[config.mk]
export PLATFORM = sky130hd
export DESIGN_NAME = muldiv_execute
export DESIGN_NICKNAME = d
export VERILOG_FILES = /design/src/rtl/riscv_pkg.sv /design/src/rtl/muldiv_negate.sv /design/src/rtl/muldiv_execute.sv
export SDC_FILE = /design/constraint.sdc
export NUM_CORES = 1
export LEC_CHECK = 0
export CAP_MARGIN = 20
export CORE_AREA = 2 2 216 218
export DETAILED_ROUTE_END_ITERATION = 8
export DIE_AREA = 0 0 218 220
export PLACE_DENSITY_LB_ADDON = 0.2
export SLEW_MARGIN = 20
export SYNTH_ARGS = -nofsm -noshare
export SYNTH_HDL_FRONTEND = slang
export SYNTH_SLANG_ARGS = --single-unit
[constraint.sdc]
create_clock -name clk -period 5.05 [get_ports clk]
set_input_delay 1.01 -clock clk [delete_from_list [all_inputs] [get_ports clk]]
set_output_delay 1.01 -clock clk [all_outputs]
set_load 0.005 [all_outputs]
[src/rtl/riscv_pkg.sv]
`default_nettype none
// ============================================================================
// Module   : riscv_pkg
// Brief    : Shared RV32M multiply/divide types, constants and op decoders.
// Revision : 1.0 - initial release
// ============================================================================
package riscv_pkg;

  localparam int DEFAULT_XLEN = 32;

  typedef enum logic [2:0] {
    OP_MUL    = 3'd0,
    OP_MULH   = 3'd1,
    OP_MULHSU = 3'd2,
    OP_MULHU  = 3'd3,
    OP_DIV    = 3'd4,
    OP_DIVU   = 3'd5,
    OP_REM    = 3'd6,
    OP_REMU   = 3'd7
  } muldiv_op_e;

  typedef enum logic [1:0] {
    ST_IDLE = 2'd0,
    ST_CALC = 2'd1,
    ST_DONE = 2'd2
  } muldiv_state_e;

  function automatic logic op_is_div(input muldiv_op_e op);
    return op inside {OP_DIV, OP_DIVU, OP_REM, OP_REMU};
  endfunction

  function automatic logic op_is_rem(input muldiv_op_e op);
    return op inside {OP_REM, OP_REMU};
  endfunction

  function automatic logic op_rs1_signed(input muldiv_op_e op);
    return op inside {OP_MUL, OP_MULH, OP_MULHSU, OP_DIV, OP_REM};
  endfunction

  function automatic logic op_rs2_signed(input muldiv_op_e op);
    return op inside {OP_MUL, OP_MULH, OP_DIV, OP_REM};
  endfunction

endpackage
`default_nettype wire

[src/rtl/muldiv_negate.sv]
`default_nettype none
// ============================================================================
// Module   : muldiv_negate
// Brief    : Conditional two's-complement of an N-bit value.
// Revision : 1.0 - initial release
// ============================================================================
module muldiv_negate #(
  parameter int N = 32
) (
  input  logic [N-1:0] value,
  input  logic         negate,
  output logic [N-1:0] result
);

  localparam logic [N-1:0] C_ONE = {{(N-1){1'b0}}, 1'b1};

  assign result = negate ? (~value + C_ONE) : value;

endmodule
`default_nettype wire

[src/rtl/muldiv_execute.sv]
`default_nettype none
// ============================================================================
// Module   : muldiv_execute
// Brief    : Multi-cycle RV32M multiply/divide unit for the execute stage.
//            Define MULDIV_FAST_MUL_EN for single-cycle combinational multiplies.
// Revision : 1.0 - initial release
// ============================================================================
module muldiv_execute
  import riscv_pkg::*;
#(
  parameter int XLEN = DEFAULT_XLEN
) (
  input  logic            clk,
  input  logic            reset,
  input  logic            flush,
  input  logic            start_E,
  input  logic [2:0]      op_E,
  input  logic [XLEN-1:0] rs1_data_E,
  input  logic [XLEN-1:0] rs2_data_E,
  input  logic [4:0]      rd_E,
  output logic            stall_req,
  output logic            done,
  output logic [XLEN-1:0] result,
  output logic [4:0]      rd_out
);

  localparam int                  C_CNT_W   = $clog2(XLEN);
  localparam logic [C_CNT_W-1:0]  C_LAST    = C_CNT_W'(XLEN - 1);
  localparam logic [C_CNT_W-1:0]  C_CNT_ONE = C_CNT_W'(1);
  localparam logic [XLEN-1:0]     C_MIN_NEG = {1'b1, {(XLEN-1){1'b0}}};

  muldiv_state_e     r_state;
  muldiv_op_e        r_op;
  logic [4:0]        r_rd;
  logic [2*XLEN-1:0] r_acc;
  logic [XLEN-1:0]   r_opb;
  logic              r_neg_res;
  logic              r_neg_rem;
  logic [C_CNT_W-1:0] r_count;
  logic              r_done;
  logic [XLEN-1:0]   r_result;
  logic [4:0]        r_rd_out;

  muldiv_op_e        w_op;
  logic              w_sa;
  logic              w_sb;
  logic [XLEN-1:0]   w_mag_a;
  logic [XLEN-1:0]   w_mag_b;
  logic              w_launch;
  logic              w_div_zero;
  logic              w_div_ovf;
  logic              w_special;
  logic [XLEN-1:0]   w_special_res;
  logic [XLEN:0]     w_mul_sum;
  logic [XLEN:0]     w_div_shift;
  logic [XLEN:0]     w_div_diff;
  logic [2*XLEN-1:0] w_acc_next;
  logic [2*XLEN-1:0] w_prod_raw;
  logic [2*XLEN-1:0] w_prod;
  logic              w_prod_neg;
  muldiv_op_e        w_mul_op;
  logic [XLEN-1:0]   w_mul_res;
  logic              w_div_rem_sel;
  logic [XLEN-1:0]   w_div_raw;
  logic              w_div_neg;
  logic [XLEN-1:0]   w_div_res;

  assign w_op = muldiv_op_e'(op_E);
  assign w_sa = op_rs1_signed(w_op) & rs1_data_E[XLEN-1];
  assign w_sb = op_rs2_signed(w_op) & rs2_data_E[XLEN-1];

  muldiv_negate #(.N(XLEN)) u_mag_a (.value(rs1_data_E), .negate(w_sa), .result(w_mag_a));
  muldiv_negate #(.N(XLEN)) u_mag_b (.value(rs2_data_E), .negate(w_sb), .result(w_mag_b));

  assign w_launch  = (r_state == ST_IDLE) & start_E & ~flush;
  assign stall_req = ~reset & (w_launch | (r_state == ST_CALC));

  // Architecturally defined divide results that bypass iteration.
  assign w_div_zero = op_is_div(w_op) && (rs2_data_E == '0);
  assign w_div_ovf  = op_is_div(w_op) && op_rs1_signed(w_op) &&
                      (rs1_data_E == C_MIN_NEG) && (rs2_data_E == '1);
  assign w_special  = w_div_zero | w_div_ovf;

  always_comb begin
    w_special_res = '0;
    if (w_div_zero) begin
      w_special_res = op_is_rem(w_op) ? rs1_data_E : '1;
    end else begin
      w_special_res = op_is_rem(w_op) ? '0 : rs1_data_E;
    end
  end

  // r_acc holds {partial product, multiplier} for MUL and {remainder, quotient} for DIV.
  always_comb begin
    w_mul_sum   = {1'b0, r_acc[2*XLEN-1:XLEN]} +
                  (r_acc[0] ? {1'b0, r_opb} : {(XLEN+1){1'b0}});
    w_div_shift = r_acc[2*XLEN-1:XLEN-1];
    w_div_diff  = w_div_shift - {1'b0, r_opb};
    w_acc_next  = {w_mul_sum, r_acc[XLEN-1:1]};
    if (op_is_div(r_op)) begin
      if (!w_div_diff[XLEN]) begin
        w_acc_next = {w_div_diff[XLEN-1:0], r_acc[XLEN-2:0], 1'b1};
      end else begin
        w_acc_next = {w_div_shift[XLEN-1:0], r_acc[XLEN-2:0], 1'b0};
      end
    end
  end

`ifdef MULDIV_FAST_MUL_EN
  assign w_prod_raw = {{XLEN{1'b0}}, w_mag_a} * {{XLEN{1'b0}}, w_mag_b};
  assign w_prod_neg = w_sa ^ w_sb;
  assign w_mul_op   = w_op;
`else
  assign w_prod_raw = w_acc_next;
  assign w_prod_neg = r_neg_res;
  assign w_mul_op   = r_op;
`endif

  muldiv_negate #(.N(2*XLEN)) u_prod_fix (.value(w_prod_raw), .negate(w_prod_neg), .result(w_prod));

  assign w_mul_res = (w_mul_op == OP_MUL) ? w_prod[XLEN-1:0] : w_prod[2*XLEN-1:XLEN];

  // Remainder takes the dividend's sign; quotient takes the xor of both signs.
  assign w_div_rem_sel = op_is_rem(r_op);
  assign w_div_raw     = w_div_rem_sel ? w_acc_next[2*XLEN-1:XLEN] : w_acc_next[XLEN-1:0];
  assign w_div_neg     = w_div_rem_sel ? r_neg_rem : r_neg_res;

  muldiv_negate #(.N(XLEN)) u_div_fix (.value(w_div_raw), .negate(w_div_neg), .result(w_div_res));

  // Sign correction lands in the result register on the edge entering DONE.
  always_ff @(posedge clk) begin
    if (reset) begin
      r_state   <= ST_IDLE;
      r_op      <= OP_MUL;
      r_rd      <= '0;
      r_acc     <= '0;
      r_opb     <= '0;
      r_neg_res <= 1'b0;
      r_neg_rem <= 1'b0;
      r_count   <= '0;
      r_done    <= 1'b0;
      r_result  <= '0;
      r_rd_out  <= '0;
    end else if (flush) begin
      r_state <= ST_IDLE;
      r_done  <= 1'b0;
    end else begin
      r_done <= 1'b0;
      case (r_state)
        ST_IDLE: begin
          if (start_E) begin
            r_op      <= w_op;
            r_rd      <= rd_E;
            r_opb     <= w_mag_b;
            r_neg_res <= w_sa ^ w_sb;
            r_neg_rem <= w_sa;
            r_acc     <= {{XLEN{1'b0}}, w_mag_a};
            r_count   <= C_LAST;
            if (w_special) begin
              r_state  <= ST_DONE;
              r_done   <= 1'b1;
              r_result <= w_special_res;
              r_rd_out <= rd_E;
            end
`ifdef MULDIV_FAST_MUL_EN
            else if (!op_is_div(w_op)) begin
              r_state  <= ST_DONE;
              r_done   <= 1'b1;
              r_result <= w_mul_res;
              r_rd_out <= rd_E;
            end
`endif
            else begin
              r_state <= ST_CALC;
            end
          end
        end
        ST_CALC: begin
          r_acc <= w_acc_next;
          if (r_count == '0) begin
            r_state  <= ST_DONE;
            r_done   <= 1'b1;
            r_result <= op_is_div(r_op) ? w_div_res : w_mul_res;
            r_rd_out <= r_rd;
          end else begin
            r_count <= r_count - C_CNT_ONE;
          end
        end
        ST_DONE: begin
          r_state <= ST_IDLE;
        end
        default: begin
          r_state <= ST_IDLE;
        end
      endcase
    end
  end

  assign done   = r_done;
  assign result = r_result;
  assign rd_out = r_rd_out;

endmodule
`default_nettype wire

* Word-level counts from Yosys, hierarchy flattened
Cells that the tools add are included.
** Storage, ports and cells
- ROM bits :: 0
- Output and inout bits :: 39
- Latch bits :: 0
- Input port bits :: 76
- Bits in writable memories :: 0
- Memories :: 0
- Bits in registers :: 151
- Word-level logic and storage cells :: 106
** Operators by class
- $mul :: 0
- Muxes and demuxes :: 35
- Shift-type cells :: 0
- Equal/unequal tests :: 17
- Add/subtract/negate cells :: 7
- Order comparisons :: 0
- Bitwise gates (word level) :: 14
- Reductions and logical operators :: 22
- Divide/modulo/power cells :: 0
** Operator list (count)
- two-way mux 32 bit :: 13
- two-way mux 64 bit :: 4
- case mux 64 bit (2 select lines) :: 1
- adder 32 x 1 -> 32 bit (second input constant) :: 3
- NOT 32 bit :: 3
- adder 64 x 1 -> 64 bit (second input constant) :: 1
- equality test 32 bit (second input constant) :: 2
- NOT 64 bit :: 1
- case mux 32 bit (2 select lines) :: 1
- adder 32 x 32 -> 33 bit :: 1
- subtractor 33 x 32 -> 33 bit :: 1
- logical NOT 32 bit :: 1
- two-way mux 5 bit :: 5
- equality test 3 bit (second input constant) :: 8
- case mux 5 bit (2 select lines) :: 2
- nonzero test 4 bit :: 3
- logical NOT 3 bit :: 2
- two-way mux 2 bit :: 3
- inequality test 2 bit (second input constant) :: 3
- AND reduction 3 bit :: 2
- nonzero test 2 bit :: 3
- bitwise AND 1 bit :: 5
- logical NOT 5 bit :: 1
- AND reduction 5 bit :: 1
- other kinds (17) :: 25

* Longest topological paths before layout
- Word-level depth :: 10
- Depth in mapped cells :: 26
- Gate-level depth less buffers :: 24

* Hierarchy
From an unflattened synthesis, not the netlist that was laid out.
** Unflattened totals
- Cell total of the unflattened synthesis :: 2231
- Area, all modules :: 16294.4 µm²
** Modules (own cells, without submodules)
- muldiv_execute :: sequential area each 3022.9 µm², area an instance 12314.3 µm², cells each 1728, times used 1
- muldiv_negate at u_div_fix ... :: sequential area each 0.0 µm², area an instance 777.0 µm², cells each 99, times used 3
- muldiv_negate at u_prod_fix :: sequential area each 0.0 µm², area an instance 1649.1 µm², cells each 206, times used 1

* Least setup slack after synthesis
OpenSTA, ideal clock, no wires.
- Path kind :: register to register
- Start point :: reg r_op[2]
- End point :: reg r_result[18] (netlist: result[18])
- Buffers on the path :: 8
- Data arrival time :: 4.827 ns
- Data required time :: 4.918 ns
- Setup time :: 0.132 ns
- Stages on the path, launching flop included :: 22
- Clock period less this slack :: 4.959 ns
- Path slack :: 0.091 ns
- Cells stage by stage :: dfxtp_1 > buf_2 > buf_2 > buf_2 > buf_2 > buf_1 > buf_2 > buf_2 > buf_1 > mux2i_1 > ha_1 > o21ai_0 > or3_1 > nand2b_1 > nor2b_1 > and2_1 > nand3_1 > or2_2 > o31ai_1 > xnor2_1 > a221oi_1 > nor3_1
** On the way
- Cells in the longest elaborated chain, start to end :: 10
- Elaborated cells on any way between the ends :: 20
- Those cells by class :: 2 x add/sub; 4 x eq/ne; 9 x mux; 2 x bitwise; 3 x reduce/logical
** RTL lines
- start: declaration :: line muldiv_execute.sv:33 : muldiv_op_e r_op;
- start signal: assignment :: line muldiv_execute.sv:152 : r_op <= w_op;
- equality test 3 bit (on tied branches) :: line riscv_pkg.sv:29, riscv_pkg.sv:33
- nonzero test 4 bit :: line riscv_pkg.sv:29 : return op inside {OP_DIV, OP_DIVU, OP_REM, OP_REMU};
- two-way mux 64 bit :: line muldiv_execute.sv:100 : if (op_is_div(r_op)) begin
- NOT 64 bit / two-way mux 32 bit (equally long branches) :: line muldiv_negate.sv:17, muldiv_execute.sv:125
- adder 64 x 1 -> 64 bit / NOT 32 bit (equally long branches) :: line muldiv_negate.sv:17 : assign result = negate ? (~value + C_ONE) : value;
- two-way mux 64 bit / adder 32 x 1 -> 32 bit (equally long branches) :: line muldiv_negate.sv:17
- two-way mux 32 bit (on tied branches) :: line muldiv_execute.sv:121, muldiv_negate.sv:17
- two-way mux 32 bit (*) :: line muldiv_execute.sv:183 : r_result <= op_is_div(r_op) ? w_div_res : w_mul_res;
- two-way mux 32 bit (*) :: line muldiv_execute.sv:180 : if (r_count == '0) begin
- case mux 32 bit (2 select lines) (*) :: line muldiv_execute.sv:149 : case (r_state)
- end signal: assignment :: line muldiv_execute.sv:162 : r_result <= w_special_res;
- end signal: assignment :: line muldiv_execute.sv:183
- end: declaration :: line muldiv_execute.sv:41 : logic [XLEN-1:0] r_result;
Every way passes the cells marked *; elsewhere a longest branch is shown, timed or not. The select of a mux whose other input is x is not followed.
A chain may end at the register's enable or synchronous reset.

* Final worst setup path
- Start point :: reg r_acc[31]
- End point :: reg r_result[29] (netlist: result[29])
** On the way
- Cells in the longest elaborated chain, start to end :: 10
- Elaborated cells on any way between the ends :: 14
- Those cells by class :: 3 x add/sub; 9 x mux; 2 x bitwise
** RTL lines
- start: declaration :: line muldiv_execute.sv:35 : logic [2*XLEN-1:0] r_acc;
- start signal: assignment :: line muldiv_execute.sv:157 : r_acc <= {{XLEN{1'b0}}, w_mag_a};
- start signal: assignment :: line muldiv_execute.sv:179 : r_acc <= w_acc_next;
- subtractor 33 x 32 -> 33 bit :: line muldiv_execute.sv:98 : w_div_diff = w_div_shift - {1'b0, r_opb};
- two-way mux 64 bit :: line muldiv_execute.sv:101 : if (!w_div_diff[XLEN]) begin
- two-way mux 64 bit (*) :: line muldiv_execute.sv:100
- NOT 64 bit / two-way mux 32 bit (equally long branches) :: line muldiv_negate.sv:17, muldiv_execute.sv:125
- adder 64 x 1 -> 64 bit / NOT 32 bit (equally long branches) :: line muldiv_negate.sv:17
- two-way mux 64 bit / adder 32 x 1 -> 32 bit (equally long branches) :: line muldiv_negate.sv:17
- two-way mux 32 bit (on tied branches) :: line muldiv_execute.sv:121, muldiv_negate.sv:17
- two-way mux 32 bit (*) :: line muldiv_execute.sv:183
- two-way mux 32 bit (*) :: line muldiv_execute.sv:180
- case mux 32 bit (2 select lines) (*) :: line muldiv_execute.sv:149
Marked as above.

==> key figures <==
STA
  – Final WS setup: approximately 210 ps
  – Slew margin rel.: between 20% and 30%
  – Final Max Slew Viols: 0
  – Hold Violations, Final: 0
  – Final critical-path required period: a little under 5000 ps
  – Final worst path period share: around 96%
  – Fmax: roughly 0.21 GHz
  – Slew @ Worst Pin: between 1000 and 1500 ps
  – TNS Setup: 0 ps
  – Final Skew: ~17 ps
  – Setup violations, final: 0

Pwr
  – Clock power share: 30.2%
  – PD cells: approximately 200 mW/mm^2
  – Max VDD drop: 0.317 mV
  – Sw Pwr: approximately 1.7 mW
  – Pint: roughly 2.6 mW
  – Total power draw: approximately 4.3 mW
  – Net Sw Frac: ~40%
  – Flop pwr share: a little under a third
  – Leakage Power: about 8.0 nW
  – Combinational share of power: 39.8%

Worst setup path
  – Capture point of the worst path: result[29]
  – Worst r2r path cells: 19
  – Critical Path Start: r_acc[31]
  – Worst Path Required: approximately 5500 ps
  – RR Startpoint: r_acc[31]
  – Setup crit end kind: flop
  – Critical path startpoint category: flop
  – CP Class: reg -> reg
  – Worst Path Arrival: between 5000 and 6000 ps
  – Reg2Reg Setup Slack: approximately 210 ps
  – R2r endpoint: result[29]
  – Top fanout value on the critical path: 8

Floorplanning
  – Die Area: roughly 0.048 mm^2
  – Core Area: between 0.04 and 0.05 mm^2
  – Std-Cell Rows: slightly below 80
  – Initial Util: a little under two fifths
  – DIE WIDTH: roughly 220 um
  – Die Span Y: between 200 and 250 um
  – Num ports: roughly 120

Yosys
  – Netlist Area Pre-Place: approximately 0.017 mm^2
  – Syn_area_per_cell: ~7 um^2
  – Yosys top cell by area: dfxtp_1
  – Top_reg_cell synth: dfxtp_1
  – Top post-synthesis cells by count: nor2_1, a21oi_1, nand2_1
  – Simple-gate portion of the synthesized area: 25.5%
  – Area share of xor/xnor cells in the synthesized design: 8.17%
  – Compound-Gate Fraction of Synth Area: about a third
  – Synthesized flop and latch total: 151
  – Most instantiated library cell after synthesis: nor2_1
  – EDFF count, synth: 0
  – Area share of fa/ha/maj cells after synthesis: 5.41%
  – Register area share after synthesis: between 10% and 20%
  – Post-synthesis cell type count: 105
  – Mux cell area share after synthesis: 4.10%
  – Mapped Cells: about 2500
  – Yosys warning total: 0
  – Async S/R FF share, synth: 0%
  – Largest family of logic cells by synthesized area: compound AO/OA/AOI/OAI gates
  – Synthesized net count: 2601
  – Synth area leaders: dfxtp_1, a21oi_1, nor2_1, ha_1, xnor2_1
  – Yosys top cell area share: about 18%

Clock tree
  – H-tree Lvls: 4
  – Hold-fix buffers, CTS: 0
  – TritonCTS clock tree: built
  – CTS buffer count: 17
  – Clk slew on worst S/H paths: approximately 70 ps
  – Clock buffer depth: 2
  – CTS root buf: clkbuf_16
  – Clk_lat worst skew: 500 ps
  – Clk sink count: ~150

Route
  – Via density: between 6 and 7
  – Final ANT Viol Nets: 0
  – WL/cell: approximately 24 um
  – # DRC: 0
  – Vias after detailed routing: roughly 20000
  – WL final: roughly 78 mm
  – Initial DRC count: around 2000
  – DR pass1 iterations: 8

GRT
  – First-pass GRT wire length: between 100 and 150 mm
  – Congestion Overflow GR: 0
  – Vias in the first global route: around 19000
  – Largest net degree at the start of global routing: 74
  – Initial antenna violation count: 2
  – Gr usage total: about a third

Finish
  – Nets@finish: ~2800
  – Fill count: roughly 4800
  – Area Overhead vs Synth: 23.5%
  – Layout cell share with drive strength beyond 1: between 15 and 20%

Flow run
  – # Max-Cap Violations: 0

Place
  – Final GP Congestion: ~1.0
  – Hpwl dp: just over 60 mm
  – IO buf count: between 100 and 150
  – Pre-CTS WS: around 13 ps

Status
  – Outcome: finished, final reports clean

Min path
  – Hold Crit Class: reg -> reg
  – Hold depth: 2
critical path, cell delays in order (launching register included):
cell and delay [ps]:
dfxtp_1 310, inv_1 50, ha_2 170, inv_1 60
fa_2 410, a211oi_2 250, buf_4 160, buf_4 100
o21ai_2 90, a2111o_1 560, nand2_1 130, xnor2_1 140
or4b_1 510, a31oi_2 260, nor4b_4 310, nand4_4 250
o41ai_2 410, or2_1 140, nand3_1 110, a221oi_1 310
how the worst min path moves through the flow:
stage / from / to / slack, ps
final: r_rd[4] / r_rd[4] / 450
after global routing: result[23] / result[23] / 470
after CTS: r_rd[4] / r_rd[4] / 460
after detailed placement: r_rd[4] / r_rd[4] / 450
after global placement: r_rd[3] / r_rd[3] / 440
after floorplan: r_neg_rem / r_neg_rem / 440
stage by stage:
step	instance area (um^2)	utilization, %	std cells	hold WS, ps
2_1_floorplan	17100	-	2452	437
3_3_place_gp	20300	44.3	3263	442
3_5_place_dp	20300	44.3	3263	448
4_1_cts	20900	45.6	3295	457
5_1_grt	21200	46.2	3306	469
6_report	21200	46.2	3307	455
cell type report:
cell class	instances	area [um^2]	share of cell area [%]
inverter	73	274	1.29
antenna	1	2.50	0.0118
timing repair buffer	375	3170	15.0
clock inverter	13	120	0.567
sequential	151	3030	14.3
clock buffer	19	443	2.09
multi-input combinational	2068	13400	63.2
tap	607	759	3.59
registers in the layout, indices dropped and copies added (netlist names):
| name | flops |
|---|---|
| r_opb | 32 |
| result | 32 |
| r_neg_rem | 1 |
| r_op | 3 |
| r_rd | 5 |
| r_count | 5 |
| done | 1 |
| r_acc | 64 |
| r_state | 2 |
| rd_out | 5 |
| r_neg_res | 1 |
cells in the final DEF (no fill, tap or decap), drive strengths merged, types with 10 or more instances in the layout:
cell type      netlist  layout
nor2               326     326
buf                 46     262
a21oi              248     248
nand2              209     209
o21ai              184     184
dfxtp              151     151
clkdlybuf4s50        0     113
xnor2              100     100
a211oi              95      95
nor3                79      79
nand3               76      76
inv                 72      76
ha                  71      71
xor2                60      60
mux2i               41      41
a22oi               38      38
nand4               38      38
o211ai              33      33
o31ai               30      30
or3                 28      28
a31oi               28      28
mux2                26      26
a21o                24      24
and2                23      23
nand2b              22      22
nor4                21      21
clkbuf             114      19
a311oi              18      18
o41ai               17      17
o21a                16      16
and3                16      16
or2                 14      14
a2111oi             12      12
a211o               11      11
a221oi              11      11
o2111ai             10      10
nor2b               10      10
power groups by stage:
stage	logic (mW)	clock network [mW]	registers, mW
2_1_floorplan	0.994	0	1.30
3_3_place_gp	1.63	0	1.32
3_5_place_dp	1.64	0	1.32
4_1_cts	1.64	1.34	1.30
5_1_grt	1.85	1.37	1.30
6_report	1.73	1.31	1.30
kinds of logic after synthesis:
| logic type | after synthesis |
|---|---|
| DFF | 151 |
| xor gates and xnor gates | 160 |
| and+or+nand+nor | 905 |
| adders and majority gates | 73 |
| muxes | 67 |
| buffers and inverters | 233 |
| AOI/OAI and AO/OA | 863 |
repair_timing:
action | in CTS | in global routing
gates cloned | 0 | 0
buffers inserted | 0 | 11
hold endpoints to repair | 0 | 0
pin swaps | 0 | 20
setup endpoints to repair | 1 | 23
gates resized for setup | 1 | 42
per-layer routing:
layer	GRT usage (%)	wire length, um	up-vias
met1	42.0	33600	9836
met5	0	9	-
met3	4.28	4860	168
met4	13.5	3070	2
li1	-	-	9603
met2	53.0	36400	858
Power figures use the tool's default switching activity.
